===== config.mk =====
export PLATFORM = sky130hd
export DESIGN_NAME = cache_mem_arbiter
export DESIGN_NICKNAME = d
export VERILOG_FILES = /design/src/rtl/cache_mem_arbiter_pkg.sv /design/src/rtl/cache_mem_arbiter_checker.sv /design/src/rtl/cache_mem_arbiter_line_burst_buffer.sv /design/src/rtl/cache_mem_arbiter.sv
export SDC_FILE = /design/constraint.sdc
export NUM_CORES = 1
export LEC_CHECK = 0
export CORE_AREA = 2 2 392 394
export CTS_BUF_LIST = sky130_fd_sc_hd__clkbuf_16
export CTS_CLUSTER_SIZE = 30
export DETAILED_ROUTE_END_ITERATION = 12
export DIE_AREA = 0 0 394 396
export PLACE_DENSITY = 0.38
export SLEW_MARGIN = 10
export SYNTH_ARGS = -nofsm -noshare
export SYNTH_HDL_FRONTEND = slang
export SYNTH_SLANG_ARGS = --single-unit

===== constraint.sdc =====
create_clock -name clk -period 4.9 [get_ports clk]
set_input_delay 0.49 -clock clk [delete_from_list [all_inputs] [get_ports clk]]
set_output_delay 0.49 -clock clk [all_outputs]
set_load 0.01 [all_outputs]

===== src/rtl/cache_mem_arbiter_pkg.sv =====
// Shared types and constants for the L1-to-memory burst arbiter.
// Package name follows the codebase's namespace style (mem_arb::).
package mem_arb;

  localparam int LINE_W = 256;
  localparam int BEAT_W = 64;
  localparam int BEATS  = LINE_W / BEAT_W;

  typedef enum logic [2:0] {
    IDLE   = 3'd0,
    I_FILL = 3'd1,
    D_FILL = 3'd2,
    D_WB   = 3'd3,
    DONE   = 3'd4
  } arb_state_t;

  typedef enum logic {
    own_i = 1'b0,
    own_d = 1'b1
  } owner_t;

endpackage


===== src/rtl/cache_mem_arbiter_checker.sv =====
// Protocol checks for the arbiter's requester and memory sides.
// Simulation-only intent; synthesis tools drop the assertions.
module cache_mem_arbiter_checker
  import mem_arb::*;
(
  input logic       clk,
  input logic       rst,
  input arb_state_t state,
  input logic       d_read,
  input logic       d_write,
  input logic       mem_resp
);

  // The D-cache must never ask for a fill and a write-back at once.
  a_d_rw_exclusive: assert property (@(posedge clk) disable iff (!rst)
    !(d_read && d_write))
    else $error("arbiter: d_read and d_write asserted together");

  // Memory must only answer while a burst is being driven.
  a_resp_in_burst: assert property (@(posedge clk) disable iff (!rst)
    mem_resp |-> ((state != IDLE) && (state != DONE)))
    else $error("arbiter: mem_resp outside a burst");

endmodule


===== src/rtl/cache_mem_arbiter_line_burst_buffer.sv =====
// Line-wide staging register for burst transfers: whole-line load for
// write-backs, per-beat slice write for fills, beat-slice read mux for the
// outgoing write beat, and a beat counter that wraps after the last beat.
module line_burst_buffer #(
  parameter int LINE_W = 256,
  parameter int BEAT_W = 64
) (
  input  logic              clk,
  input  logic              rst,
  input  logic              load_en,
  input  logic [LINE_W-1:0] load_line,
  input  logic              beat_we,
  input  logic              beat_adv,
  input  logic [BEAT_W-1:0] beat_wdata,
  output logic [LINE_W-1:0] line,
  output logic [BEAT_W-1:0] beat_rdata,
  output logic              last_beat
);

  localparam int BEATS = LINE_W / BEAT_W;
  localparam int CNT_W = (BEATS > 1) ? $clog2(BEATS) : 1;
  localparam logic [CNT_W-1:0] CNT_ZERO = {CNT_W{1'b0}};
  localparam logic [CNT_W-1:0] CNT_ONE  = CNT_W'(1);
  localparam logic [CNT_W-1:0] CNT_LAST = CNT_W'(BEATS - 1);

  logic [LINE_W-1:0] line_r;
  logic [CNT_W-1:0]  cnt_r;

  assign line       = line_r;
  assign beat_rdata = line_r[cnt_r*BEAT_W +: BEAT_W];
  assign last_beat  = (cnt_r == CNT_LAST);

  // Line storage: parallel load wins over a beat write; beat 0 is the low slice.
  always_ff @(posedge clk or negedge rst) begin
    if (!rst) begin
      line_r <= {LINE_W{1'b0}};
    end else if (load_en) begin
      line_r <= load_line;
    end else if (beat_we) begin
      line_r[cnt_r*BEAT_W +: BEAT_W] <= beat_wdata;
    end else begin
      line_r <= line_r;
    end
  end

  // Beat index: restarts on a line load, advances per accepted beat, wraps after the last.
  always_ff @(posedge clk or negedge rst) begin
    if (!rst) begin
      cnt_r <= CNT_ZERO;
    end else if (load_en) begin
      cnt_r <= CNT_ZERO;
    end else if (beat_adv) begin
      cnt_r <= last_beat ? CNT_ZERO : (cnt_r + CNT_ONE);
    end else begin
      cnt_r <= cnt_r;
    end
  end

endmodule


===== src/rtl/cache_mem_arbiter.sv =====
// Arbiter sharing the memory burst port between the I-cache (line fills) and
// the D-cache (line fills and write-backs). One 256-bit line moves as a
// BEATS-long burst of 64-bit beats; the grant holds until the line completes.
// Optional macro ARB_ROUND_ROBIN_EN: when both caches request in IDLE the one
// not served last wins; otherwise the D-cache has fixed priority.
module cache_mem_arbiter #(
  parameter int ADDR_W = 32,
  parameter int LINE_W = mem_arb::LINE_W,
  parameter int BEAT_W = mem_arb::BEAT_W
) (
  input  logic              clk,
  input  logic              rst,
  input  logic              i_read,
  input  logic [ADDR_W-1:0] i_addr,
  output logic [LINE_W-1:0] i_rdata,
  output logic              i_resp,
  input  logic              d_read,
  input  logic              d_write,
  input  logic [ADDR_W-1:0] d_addr,
  input  logic [LINE_W-1:0] d_wdata,
  output logic [LINE_W-1:0] d_rdata,
  output logic              d_resp,
  output logic              mem_read,
  output logic              mem_write,
  output logic [ADDR_W-1:0] mem_addr,
  output logic [BEAT_W-1:0] mem_wdata,
  input  logic [BEAT_W-1:0] mem_rdata,
  input  logic              mem_resp
);

  import mem_arb::*;

  localparam int OFF_W = $clog2(LINE_W / 8);
  localparam logic [ADDR_W-1:0] ALIGN_MASK = {ADDR_W{1'b1}} << OFF_W;

  arb_state_t        state_r, state_s;
  owner_t            owner_r, owner_s;
  logic [ADDR_W-1:0] addr_r;
  logic [ADDR_W-1:0] req_addr_s;
  logic              d_req_s;
  logic              pick_d_s;
  logic              grant_s;
  logic              load_s;
  logic              beat_we_s;
  logic              beat_adv_s;
  logic [LINE_W-1:0] line_s;
  logic [BEAT_W-1:0] beat_rdata_s;
  logic              last_beat_s;

`ifdef ARB_ROUND_ROBIN_EN
  owner_t last_owner_r;

  // Remember who won the last grant so simultaneous requests alternate.
  always_ff @(posedge clk or negedge rst) begin
    if (!rst) begin
      last_owner_r <= own_i;
    end else if (grant_s) begin
      last_owner_r <= owner_s;
    end else begin
      last_owner_r <= last_owner_r;
    end
  end
`endif

  // Grant choice in IDLE: D-side wins unless round-robin hands a tie to I.
  always_comb begin
    d_req_s = d_read | d_write;
`ifdef ARB_ROUND_ROBIN_EN
    if (d_req_s && i_read) begin
      pick_d_s = (last_owner_r == own_i);
    end else begin
      pick_d_s = d_req_s;
    end
`else
    pick_d_s = d_req_s;
`endif
    req_addr_s = pick_d_s ? d_addr : i_addr;
  end

  // Next-state and datapath control; requests are only looked at in IDLE.
  always_comb begin
    state_s    = state_r;
    owner_s    = owner_r;
    grant_s    = 1'b0;
    load_s     = 1'b0;
    beat_we_s  = 1'b0;
    beat_adv_s = 1'b0;
    case (state_r)
      IDLE: begin
        if (pick_d_s) begin
          grant_s = 1'b1;
          owner_s = own_d;
          if (d_write) begin
            state_s = D_WB;
            load_s  = 1'b1;
          end else begin
            state_s = D_FILL;
          end
        end else if (i_read) begin
          grant_s = 1'b1;
          owner_s = own_i;
          state_s = I_FILL;
        end else begin
          state_s = IDLE;
        end
      end
      I_FILL, D_FILL: begin
        beat_we_s  = mem_resp;
        beat_adv_s = mem_resp;
        if (mem_resp && last_beat_s) begin
          state_s = DONE;
        end else begin
          state_s = state_r;
        end
      end
      D_WB: begin
        beat_adv_s = mem_resp;
        if (mem_resp && last_beat_s) begin
          state_s = DONE;
        end else begin
          state_s = D_WB;
        end
      end
      DONE: begin
        state_s = IDLE;
      end
      default: begin
        state_s = IDLE;
      end
    endcase
  end

  // FSM state and current owner.
  always_ff @(posedge clk or negedge rst) begin
    if (!rst) begin
      state_r <= IDLE;
      owner_r <= own_i;
    end else begin
      state_r <= state_s;
      owner_r <= owner_s;
    end
  end

  // Line-aligned burst address captured at grant, stable for the whole burst.
  always_ff @(posedge clk or negedge rst) begin
    if (!rst) begin
      addr_r <= {ADDR_W{1'b0}};
    end else if (grant_s) begin
      addr_r <= req_addr_s & ALIGN_MASK;
    end else begin
      addr_r <= addr_r;
    end
  end

  line_burst_buffer #(
    .LINE_W (LINE_W),
    .BEAT_W (BEAT_W)
  ) u_buf (
    .clk        (clk),
    .rst        (rst),
    .load_en    (load_s),
    .load_line  (d_wdata),
    .beat_we    (beat_we_s),
    .beat_adv   (beat_adv_s),
    .beat_wdata (mem_rdata),
    .line       (line_s),
    .beat_rdata (beat_rdata_s),
    .last_beat  (last_beat_s)
  );

  cache_mem_arbiter_checker u_chk (
    .clk      (clk),
    .rst      (rst),
    .state    (state_r),
    .d_read   (d_read),
    .d_write  (d_write),
    .mem_resp (mem_resp)
  );

  // Outputs decode from registered state only; memory side idles at zero.
  always_comb begin
    mem_read  = 1'b0;
    mem_write = 1'b0;
    mem_addr  = {ADDR_W{1'b0}};
    mem_wdata = {BEAT_W{1'b0}};
    i_resp    = 1'b0;
    d_resp    = 1'b0;
    case (state_r)
      I_FILL, D_FILL: begin
        mem_read = 1'b1;
        mem_addr = addr_r;
      end
      D_WB: begin
        mem_write = 1'b1;
        mem_addr  = addr_r;
        mem_wdata = beat_rdata_s;
      end
      DONE: begin
        i_resp = (owner_r == own_i);
        d_resp = (owner_r == own_d);
      end
      default: begin
        mem_read = 1'b0;
      end
    endcase
  end

  assign i_rdata = line_s;
  assign d_rdata = line_s;

endmodule


==> run metrics <==
status completed; Int Pwr 0.0112 W; top cell type by total area after synthesis dfrtp_1; Hold Fails Final Rpt 0; fraction of registers with async set or reset after synthesis 100%; cell with the most instances after synthesis dfrtp_1; Final ANT Viol Nets 0; initial core utilization 11.4%; Tcrit/Tclk final 80.1%; hold crit path type register to register; final wirelength 113 mm; skew final 0.0222 ns; VDD IR max 0.000250 V; M2 GR Usage 24.7%; initial DRC count 972; Setup WS pre-CTS 1.40 ns; share of cells above drive strength 1 9.62%; GR Util All Layers 13.9%; leakage 10.4 nW; busiest metal layer after global routing met2; Post-CTS Setup Bufs 0; critical path data required time 4.41 ns; syn_area_per_cell 10.2 um2; H-tree depth 2; total power draw 0.0198 W; per-cell routed wire length 25.5 um; DRC violations left 0; Synth top cells by count dfrtp_1, buf_4, nand2_1; GR Util met3 3.06%; met1 usage 17.1%; sequential area share after synthesis 41.9%; Port-buffer cells 986; EDFF count, synth 0; Synthesis Warnings 0; CTS tree done; area delta synth->final 67.1%; critical path class register to primary output; routed vias 16.1k; Worst-Skew Late Latency 0.59 ns; Worst Setup Start Kind register; CP Max Fanout 38; Setup Total Neg Slack 0 ns; root buf cell clkbuf_16; Top FF cell, synth dfrtp_1; Final Net Count 2754; vias per cell 3.63; Yosys top cell area share 41.9%; clock period minus worst slack 3.93 ns; GPL Wtd Cong 0.831; register bit total from synthesis 289; share of power burned in registers 29.0%; gr ovfl total 0; Placed Area 27500 um2; arrival time worst endpoint 3.44 ns; final core occ 19.0%; Slew Limit Fails 0; die height 396 um; Longest Clk Path Bufs 3; Die W 394 um; row count 143; synth unique cells 39; Cells after Synth 1690; Sw Ratio 43.2%; Final Cell Area 28800 um2; RSZ-0062 raised after global routing no; pin count of the biggest net entering global routing 106; Area contributors post-synth dfrtp_1, buf_4, a22oi_1, mux4_2, nand2_1; Combinational Power Share 55.7%; initial antenna violation count 16; worst setup margin 0.974 ns; Setup Viol. Count Final 0; pin slew with the least headroom to its limit 1.06 ns; net switching power 0.00855 W; DRT Pass-1 Iters 6; Crit. End Element primary output; fmax 0.255 GHz; max-cap viol count 0; Clock power frac 15.3%; CTS Buf Count 43; clock sink count 289; vias in the first global route 16.7k; HPWL after detailed placement 84.9 mm; first-pass GRT wire length 151 mm; I/O pin cnt 1002; core area 152000 um2; Power per Cell Area 686 nW/um2; Post-Syn Area 17200 um2; Die ar. 156000 um2; relative slew slack 29.5%; CTS clk-pin slew, worst paths 0.06 ns; post_cts resized 0
## power by group through the flow
stage               registers [W]  logic [W]  clock network [W]
floorplan                 0.00496    0.00548                  0
global placement          0.00582     0.0113                  0
detailed placement        0.00584     0.0113                  0
CTS                       0.00580     0.0113            0.00317
global route              0.00593     0.0118            0.00324
finish                    0.00573     0.0110            0.00302
## flip-flops by register name, summed over array words and instances (netlist names)
name	cells
owner_r	1
state_r	3
addr_r	27
u_buf.line	256
u_buf.cnt_r	2
## final cells by class
cell class,count,area [um2]
Fill cell,16800,123000
Antenna cell,7,17.5
Inverter,3,11.3
Sequential cell,289,7240
Clock buffer,45,1130
Timing Repair Buffer,1021,10300
Multi-Input combinational cell,1001,7420
Tap cell,2030,2540
Clock inverter,32,183
## per-layer routing
metal  share of wire, %  vias up  wire length (um)
met5              0.022        -                25
met4                1.8        4              2060
met3                5.7       96              6400
met2                 51      642             57400
met1                 42     8164             47100
li1                   -     7162                 -
## cell families (layout without fill, tap and decap cells)
| family | after synthesis | after routing | share of synthesized area [%] |
|---|---|---|---|
| flops | 289 | 289 | 41.9 |
| fa+ha+maj | 5 | 5 | 0.363 |
| xor+xnor | 1 | 1 | 0.0508 |
| other cells | 1 | 12 | 0.0217 |
| simple gates | 348 | 348 | 9.58 |
| compound gates | 487 | 487 | 18.5 |
| mux | 155 | 155 | 14.1 |
| buf+inv | 404 | 1101 | 15.5 |
## repair_timing
item | 4_1_cts | 5_1_grt
endpoints found under the hold margin | 81 | 0
endpoints found under the setup margin | 0 | 0
hold buffers | 1 | 0
## metrics by stage
step,hold slack (ns),cells
2_1_floorplan,0.194,1694
3_3_place_gp,0.504,4343
3_5_place_dp,0.513,4343
4_1_cts,0.479,4421
5_1_grt,0.531,4423
6_report,0.519,4428
## cells in the final DEF (no fill, tap or decap), drive strengths merged, types with 2 or more instances in the layout
master         Yosys  layout
a21oi             30      30
a22o              65      65
a22oi            193     193
a31o               3       3
and2              27      27
buf              346      35
bufinv             0       2
clkbuf            55      45
clkdlybuf4s50      0     985
clkinv             0      16
conb               1       5
dfrtp            289     289
diode              0       7
ha                 5       5
inv                3      17
mux2              64      64
mux2i             27      27
mux4              64      64
nand2            201     201
nand3              2       2
nand3b             2       2
nand4b             6       6
nor2              33      33
nor2b             66      66
nor3               4       4
o21ai            194     194
## critical path, cell delays in order (launching register included)
cell	delay, ns
dfrtp_4	1.08
buf_4	0.39
mux4_2	0.64
nor2b_1	0.17
clkdlybuf4s50_1	0.53
## final timing paths
check                                from               to  slack [ns]  cells after the start
setup reg to reg           u_buf.cnt_r[0]   u_buf.line[90]        1.48                      7
min in group asynchronous             rst  u_buf.line[101]        0.57                      2
max in group asynchronous             rst   u_buf.cnt_r[0]        3.05                      3
hold / removal                 addr_r[17]       addr_r[17]        0.52                      2
setup / recovery           u_buf.cnt_r[0]     mem_wdata[0]        0.97                      4
hold reg to reg                addr_r[17]       addr_r[17]        0.52                      2
Note: power is estimated with default switching activity, not from simulation.
